<file path="config.mk">
export PLATFORM = sky130hd
export DESIGN_NAME = dpu_fram_acc_flat
export DESIGN_NICKNAME = d
export VERILOG_FILES = /design/src/rtl/dpu_fram_pkg.sv /design/src/rtl/dpu_fram_acc_if.sv /design/src/rtl/dpu_fram_ram.sv /design/src/rtl/dpu_fram_acc.sv /design/src/flat_wrapper.sv
export SDC_FILE = /design/constraint.sdc
export NUM_CORES = 1
export LEC_CHECK = 0
export CAP_MARGIN = 25
export CELL_PAD_IN_SITES_DETAIL_PLACEMENT = 0
export CELL_PAD_IN_SITES_GLOBAL_PLACEMENT = 1
export CORE_MARGIN = 3
export CORE_UTILIZATION = 50
export DETAILED_ROUTE_END_ITERATION = 8
export PLACE_DENSITY_LB_ADDON = 0.25
export SLEW_MARGIN = 20
export SYNTH_ARGS = -nofsm -noshare
export SYNTH_HDL_FRONTEND = slang
export SYNTH_SLANG_ARGS = --single-unit
</file>
<file path="constraint.sdc">
create_clock -name dp_clk -period 4.84 [get_ports dp_clk]
set_clock_uncertainty 0.15 [all_clocks]
set_input_delay 0.484 -clock dp_clk [delete_from_list [all_inputs] [get_ports dp_clk]]
set_output_delay 0.484 -clock dp_clk [all_outputs]
set_load 0.01 [all_outputs]
</file>
<file path="src/rtl/dpu_fram_pkg.sv">
// Shared definitions for the frame-memory accumulate unit.
// Contains the controller state encoding and the position of the attribute carry flag.
package dpu_fram_pkg;

  localparam logic [0:0] ST_CLEAR = 1'b0;
  localparam logic [0:0] ST_READY = 1'b1;

  // The carry of an accumulate is recorded in the top attribute bit.
  function automatic int carry_idx(input int wa);
    return wa - 1;
  endfunction

endpackage

</file>
<file path="src/rtl/dpu_fram_acc_if.sv">
// Processor-bus side of the frame-memory accumulate unit.
// The master drives requests and the slave returns read data and busy.
interface dpu_fram_acc_if #(
  parameter int W     = 32,
  parameter int WA    = 4,
  parameter int DEPTH = 16,
  parameter int AW    = $clog2(DEPTH)
);
  logic [AW-1:0] dp_addr;
  logic          dp_wr;
  logic          dp_acc;
  logic [W-1:0]  dp_data;
  logic [WA-1:0] dp_attr_i;
  logic          dp_oe;
  logic          dp_clear;
  logic [W-1:0]  dp_value;
  logic [WA-1:0] dp_attr_o;
  logic          dp_busy;

  modport master (
    output dp_addr, dp_wr, dp_acc, dp_data, dp_attr_i, dp_oe, dp_clear,
    input  dp_value, dp_attr_o, dp_busy
  );

  modport slave (
    input  dp_addr, dp_wr, dp_acc, dp_data, dp_attr_i, dp_oe, dp_clear,
    output dp_value, dp_attr_o, dp_busy
  );
endinterface

</file>
<file path="src/rtl/dpu_fram_ram.sv">
// Cell storage: DEPTH x CW register bank with one write port and one async read port.
// Not reset; the controller's clear sweep initialises it.
module dpu_fram_ram #(
  parameter int CW    = 36,
  parameter int DEPTH = 16,
  parameter int AW    = $clog2(DEPTH)
) (
  input  logic          clk,
  input  logic          we,
  input  logic [AW-1:0] waddr,
  input  logic [CW-1:0] wdata,
  input  logic [AW-1:0] raddr,
  output logic [CW-1:0] rdata
);

  logic [CW-1:0] mem_q [DEPTH];

  always_ff @(posedge clk) begin
    if (we) mem_q[waddr] <= wdata;
  end

  assign rdata = mem_q[raddr];

endmodule

</file>
<file path="src/rtl/dpu_fram_acc.sv">
// Frame-memory unit with overwrite/accumulate writes, one-stage write pipeline with
// read forwarding, registered OR-bus-safe read port and a clear sweep after reset.
module dpu_fram_acc
  import dpu_fram_pkg::*;
#(
  parameter int W     = 32,
  parameter int WA    = 4,
  parameter int DEPTH = 16,
  parameter int AW    = $clog2(DEPTH)
) (
  input  logic dp_clk,
  input  logic dp_rst_n,
  dpu_fram_acc_if.slave bus
);

  typedef struct packed {
    logic [AW-1:0] addr;
    logic [W-1:0]  data;
    logic [WA-1:0] attr;
    logic          acc;
    logic          valid;
  } stg_t;

  logic [0:0]       state_q, state_d;
  logic [AW-1:0]    ptr_q, ptr_d;
  stg_t             stg_p1_q, stg_p1_d;
  logic [W+WA-1:0]  old_p1_q, old_p1_d;
  logic [W-1:0]     value_q, value_d;
  logic [WA-1:0]    attr_q, attr_d;

  logic [W:0]       sum_p2;
  logic [W+WA-1:0]  cmt_p2;
  logic [W+WA-1:0]  rd_cell;
  logic [W+WA-1:0]  fwd_cell;
  logic             accept;
  logic             ram_we;
  logic [AW-1:0]    ram_waddr;
  logic [W+WA-1:0]  ram_wdata;

  // ---- stage 2: commit the captured request using the old value fetched at capture
  always_comb begin
    sum_p2 = {1'b0, old_p1_q[W+WA-1:WA]} + {1'b0, stg_p1_q.data};
    cmt_p2 = {stg_p1_q.data, stg_p1_q.attr};
    if (stg_p1_q.acc)
      cmt_p2 = {sum_p2[W-1:0], stg_p1_q.attr | (WA'(sum_p2[W]) << carry_idx(WA))};
  end

  always_comb begin
    ram_we    = 1'b0;
    ram_waddr = stg_p1_q.addr;
    ram_wdata = cmt_p2;
    if (dp_rst_n) begin
      if (state_q == ST_CLEAR) begin
        ram_we    = 1'b1;
        ram_waddr = ptr_q;
        ram_wdata = '0;
      end else begin
        ram_we = stg_p1_q.valid;
      end
    end
  end

  dpu_fram_ram #(.CW(W + WA), .DEPTH(DEPTH), .AW(AW)) u_ram (
    .clk   (dp_clk),
    .we    (ram_we),
    .waddr (ram_waddr),
    .wdata (ram_wdata),
    .raddr (bus.dp_addr),
    .rdata (rd_cell)
  );

  // ---- stage 1: capture request; its old value is the cell with this cycle's commit forwarded
  always_comb begin
    accept   = (state_q == ST_READY) && !bus.dp_clear;
    fwd_cell = (stg_p1_q.valid && (stg_p1_q.addr == bus.dp_addr)) ? cmt_p2 : rd_cell;

    stg_p1_d.addr  = bus.dp_addr;
    stg_p1_d.data  = bus.dp_data;
    stg_p1_d.attr  = bus.dp_attr_i;
    stg_p1_d.acc   = bus.dp_acc;
    stg_p1_d.valid = accept && bus.dp_wr;
    old_p1_d       = fwd_cell;

    value_d = '0;
    attr_d  = '0;
    if (accept && bus.dp_oe) begin
      value_d = fwd_cell[W+WA-1:WA];
      attr_d  = fwd_cell[WA-1:0];
    end

    state_d = state_q;
    ptr_d   = ptr_q;
    if (bus.dp_clear) begin
      state_d = ST_CLEAR;
      ptr_d   = '0;
    end else if (state_q == ST_CLEAR) begin
      ptr_d = AW'(ptr_q + 1'b1);
      if (ptr_q == AW'(DEPTH - 1)) begin
        state_d = ST_READY;
        ptr_d   = '0;
      end
    end
  end

  always_ff @(posedge dp_clk) begin
    stg_p1_q <= stg_p1_d;
    old_p1_q <= old_p1_d;
    if (!dp_rst_n) begin
      state_q        <= ST_CLEAR;
      ptr_q          <= '0;
      stg_p1_q.valid <= 1'b0;
      value_q        <= '0;
      attr_q         <= '0;
    end else begin
      state_q <= state_d;
      ptr_q   <= ptr_d;
      value_q <= value_d;
      attr_q  <= attr_d;
    end
  end

  assign bus.dp_value  = value_q;
  assign bus.dp_attr_o = attr_q;
  assign bus.dp_busy   = (state_q == ST_CLEAR);

endmodule

</file>
<file path="src/flat_wrapper.sv">
// flat-port wrapper written by rule: the top's interface ports become plain ports
module dpu_fram_acc_flat import dpu_fram_pkg::*;
#(
  parameter int W     = 32,
  parameter int WA    = 4,
  parameter int DEPTH = 16,
  parameter int AW    = $clog2(DEPTH)
)
  (dp_clk, dp_rst_n, bus_dp_addr, bus_dp_wr, bus_dp_acc, bus_dp_data, bus_dp_attr_i, bus_dp_oe, bus_dp_clear, bus_dp_value, bus_dp_attr_o, bus_dp_busy);
  dpu_fram_acc_if #(.W(W), .WA(WA), .DEPTH(DEPTH), .AW(AW)) bus_i ();
  input  logic dp_clk;
  input  logic dp_rst_n;
  input wire logic [$bits(bus_i.dp_addr)-1:0] bus_dp_addr;
  input wire logic [$bits(bus_i.dp_wr)-1:0] bus_dp_wr;
  input wire logic [$bits(bus_i.dp_acc)-1:0] bus_dp_acc;
  input wire logic [$bits(bus_i.dp_data)-1:0] bus_dp_data;
  input wire logic [$bits(bus_i.dp_attr_i)-1:0] bus_dp_attr_i;
  input wire logic [$bits(bus_i.dp_oe)-1:0] bus_dp_oe;
  input wire logic [$bits(bus_i.dp_clear)-1:0] bus_dp_clear;
  output wire logic [$bits(bus_i.dp_value)-1:0] bus_dp_value;
  output wire logic [$bits(bus_i.dp_attr_o)-1:0] bus_dp_attr_o;
  output wire logic [$bits(bus_i.dp_busy)-1:0] bus_dp_busy;
  assign bus_i.dp_addr = bus_dp_addr;
  assign bus_i.dp_wr = bus_dp_wr;
  assign bus_i.dp_acc = bus_dp_acc;
  assign bus_i.dp_data = bus_dp_data;
  assign bus_i.dp_attr_i = bus_dp_attr_i;
  assign bus_i.dp_oe = bus_dp_oe;
  assign bus_i.dp_clear = bus_dp_clear;
  assign bus_dp_value = bus_i.dp_value;
  assign bus_dp_attr_o = bus_i.dp_attr_o;
  assign bus_dp_busy = bus_i.dp_busy;
  dpu_fram_acc #(.W(W), .WA(WA), .DEPTH(DEPTH), .AW(AW)) u_core (.dp_clk(dp_clk), .dp_rst_n(dp_rst_n), .bus(bus_i));
endmodule
</file>
==> reports/metrics.csv <==
metric,value,unit
synthArstFlopShare,0,%
first_iter_violations,1447,
postPlaceCellArea,0.0294,mm²
hp-start,bus_dp_addr[0],
ff_latch_area,0.0196,mm²
port_buffers,82,
synth_most_common_cell,edfxtp_1,
io_pins,83,
die_h,240,µm
clock-root-buffer,clkbuf_16,
hpwl,40300,µm
period_needed,3.96,ns
place.gp.congestion,0.880,
cts_resized,0,
initial_core_util,50.6,%
die-area,0.0576,mm²
cts_tree,yes,
hold_class,in2reg,
yosysTopAreaCell,edfxtp_1,
wl_per_cell,27.9,µm
finalSetupViolations,0,
diodes,0,
rsz0062_at_grt,no,
criticalPathCategory,reg2reg,
worst_slack,0.883,ns
grt_usage,23.7,%
hold_viol,0,
synth_cell_type_count,64,
drt.antenna.violating_nets,0,
fp.coreArea,0.0540,mm²
multi_input_area,0.00754,mm²
synth_top_flop_cell,edfxtp_1,
crit_path_end_kind,flop,
rows,85,
preCtsSetupSlack,1.00,ns
routed_wl,66500,µm
fin_nets,1716,
ys_top_cells_by_area,"edfxtp_1 (63%), mux4_2 (15%), dfxtp_1 (8.4%), ha_1 (1.5%), nor2_1 (1.3%)",
peakVddDrop,287,µV
post_cts_buffers,0,
h-tree-depth,3,
num_vias,14592,
clk_path_buf_depth,3,
rr_startpoint,u_core.stg_p1_q[14],
synth-seq-area-share,71.6,%
reg2reg_to,u_core.u_ram.mem_q[8][25],
synth-edff-count,576,
grt_pass1_vias,14945,
syn2layout_area_growth,15.8,%
leakage,10.5,nW
worstPathArrival,4.09,ns
post_drt_via_cell_ratio,6.12,
cts_hold_buf,0,
status,finished clean,
grt_start_max_net_pins,54,
syn_inst,1501,
antenna_found_initial,1,
cts_inserted_buffers,72,
start_kind,flop,
holdPathStages,1,
postSynthAreaPerCell,18.2,µm²
tightest_slew,1.11,ns
worstRegToRegCells,9,
die_x,240,µm
power_density,418,mW/mm²
power.total,0.0132,W
cts_sinks,691,
drc,0,
grt_pass1_wl,98300,µm
r2r_setup_slack,0.88,ns
grt_overflow_total,0,
syn_nets,1581,
min_delay_worst_endpoint,u_core.stg_p1_q[38],
worstPathRequired,4.97,ns
ys_ff_latch,691,
synth_commonest_cells,"edfxtp_1 (576), mux4_2 (180), dfxtp_1 (115)",
drt-pass1-iter-count,5,
path_clk_slew,0.06,ns
maxSlewViolCount,0,
critPathMaxFanout,16,
layout-drive-gt1-share,21.7,%
yosys_warnings,0,
synth_top_area_share,63.2,%
synthesis.area,0.0274,mm²
slew_headroom,25.9,%
min_period_over_period,81.8,%
nFillCells,3986,
finalInstanceArea,0.0317,mm²
clk_latency,0.62,ns
cap_violations,0,
max_freq,253,MHz
postLayoutCoreUtil,58.6,%
fin_tns_setup,0,ns
==> area by class of cell <==
class,count,area share [%]
clock buffers,100,6.25
inverters,13,0.154
repair buffers,134,4.44
flip-flops and latches,691,61.9
well taps,696,2.75
clock inverters,28,0.739
multi-input cells,724,23.8
==> layer usage <==
| layer | routed length, µm | global-route usage (%) | vias to the layer above |
|---|---|---|---|
| met2 | 32100 | 37.9 | 579 |
| met3 | 5060 | 5.09 | 111 |
| met5 | 0 | 0 | - |
| li1 | - | - | 6315 |
| met4 | 1900 | 7.56 | 0 |
| met1 | 27500 | 33.1 | 7587 |
==> metrics by stage <==
stage,hold slack (ns),cells
5_1_grt,0.0899,2386
3_5_place_dp,0.305,2253
3_3_place_gp,0.287,2251
4_1_cts,0.0627,2381
2_1_floorplan,0.277,1501
6_report,0.0632,2386
==> critical path, stage by stage, from the launching register on <==
cell,delay [ns]
dfxtp_1,0.31
ha_1,0.38
a21oi_1,0.25
o22ai_1,0.16
and2_1,0.20
a2111oi_1,0.82
o21ai_1,0.20
xor2_1,0.17
mux2i_1,0.21
nor2_1,0.78
==> layout by cell type, fill, tap and decap left out, drive strengths merged, types with 13 or more instances in the layout <==
| master | netlist | final |
|---|---|---|
| nand3 | 13 | 13 |
| clkbuf | 37 | 101 |
| dfxtp | 115 | 115 |
| ha | 33 | 33 |
| nor2b | 30 | 30 |
| xnor2 | 14 | 14 |
| a21oi | 54 | 54 |
| edfxtp | 576 | 576 |
| nor3 | 14 | 14 |
| buf | 36 | 55 |
| mux4 | 180 | 180 |
| a211oi | 15 | 15 |
| nor2 | 97 | 97 |
| inv | 13 | 17 |
| o21ai | 48 | 48 |
| nand2 | 81 | 81 |
| a31oi | 13 | 13 |
| clkinv | 0 | 20 |
| mux2i | 23 | 23 |
| clkdlybuf4s50 | 0 | 78 |
==> how the worst max path moves through the flow <==
| stage | slack (ns) | endpoint | cells past startpoint | startpoint |
|---|---|---|---|---|
| after floorplan | 1.37 | u_core.u_ram.mem_q[2][0] | 6 | u_core.state_q |
| after global placement | 1.04 | u_core.u_ram.mem_q[10][34] | 9 | u_core.stg_p1_q[23] |
| after detailed placement | 1.00 | u_core.u_ram.mem_q[8][26] | 10 | u_core.old_p1_q[4] |
| after CTS | 0.94 | u_core.u_ram.mem_q[1][26] | 10 | u_core.stg_p1_q[6] |
| after global routing | 0.73 | u_core.u_ram.mem_q[6][26] | 10 | u_core.stg_p1_q[6] |
| final | 0.88 | u_core.u_ram.mem_q[8][25] | 9 | u_core.stg_p1_q[14] |
==> state kept, by name (all words and copies together) (netlist names) <==
register              flops
u_core.state_q            1
u_core.u_ram.mem_q      576
u_core.bus.dp_value      32
u_core.ptr_q              4
u_core.bus.dp_attr_o      4
u_core.stg_p1_q          42
u_core.old_p1_q          32
==> logic make-up (layout without fill, tap and decap cells) <==
kind of cell | after synthesis | count (layout) | share of synthesized area [%]
muxes | 207 | 207 | 15.8
and+or+nand+nor | 281 | 281 | 4.77
adders and majority gates | 34 | 34 | 1.58
AOI/OAI and AO/OA | 180 | 180 | 4.15
buffers and inverters | 86 | 275 | 1.33
DFF | 691 | 691 | 71.6
xor gates and xnor gates | 22 | 22 | 0.704
==> where the power goes <==
| part | total (W) | internal, W | leakage (nW) | switching [W] |
|---|---|---|---|---|
| logic | 0.00130 | 0.000486 | 3.18 | 0.000813 |
| clock network | 0.00522 | 0.00298 | 1.07 | 0.00224 |
| registers | 0.00672 | 0.00668 | 6.24 | 0.0000437 |
No activity file was read; power rests on OpenSTA's default activity.
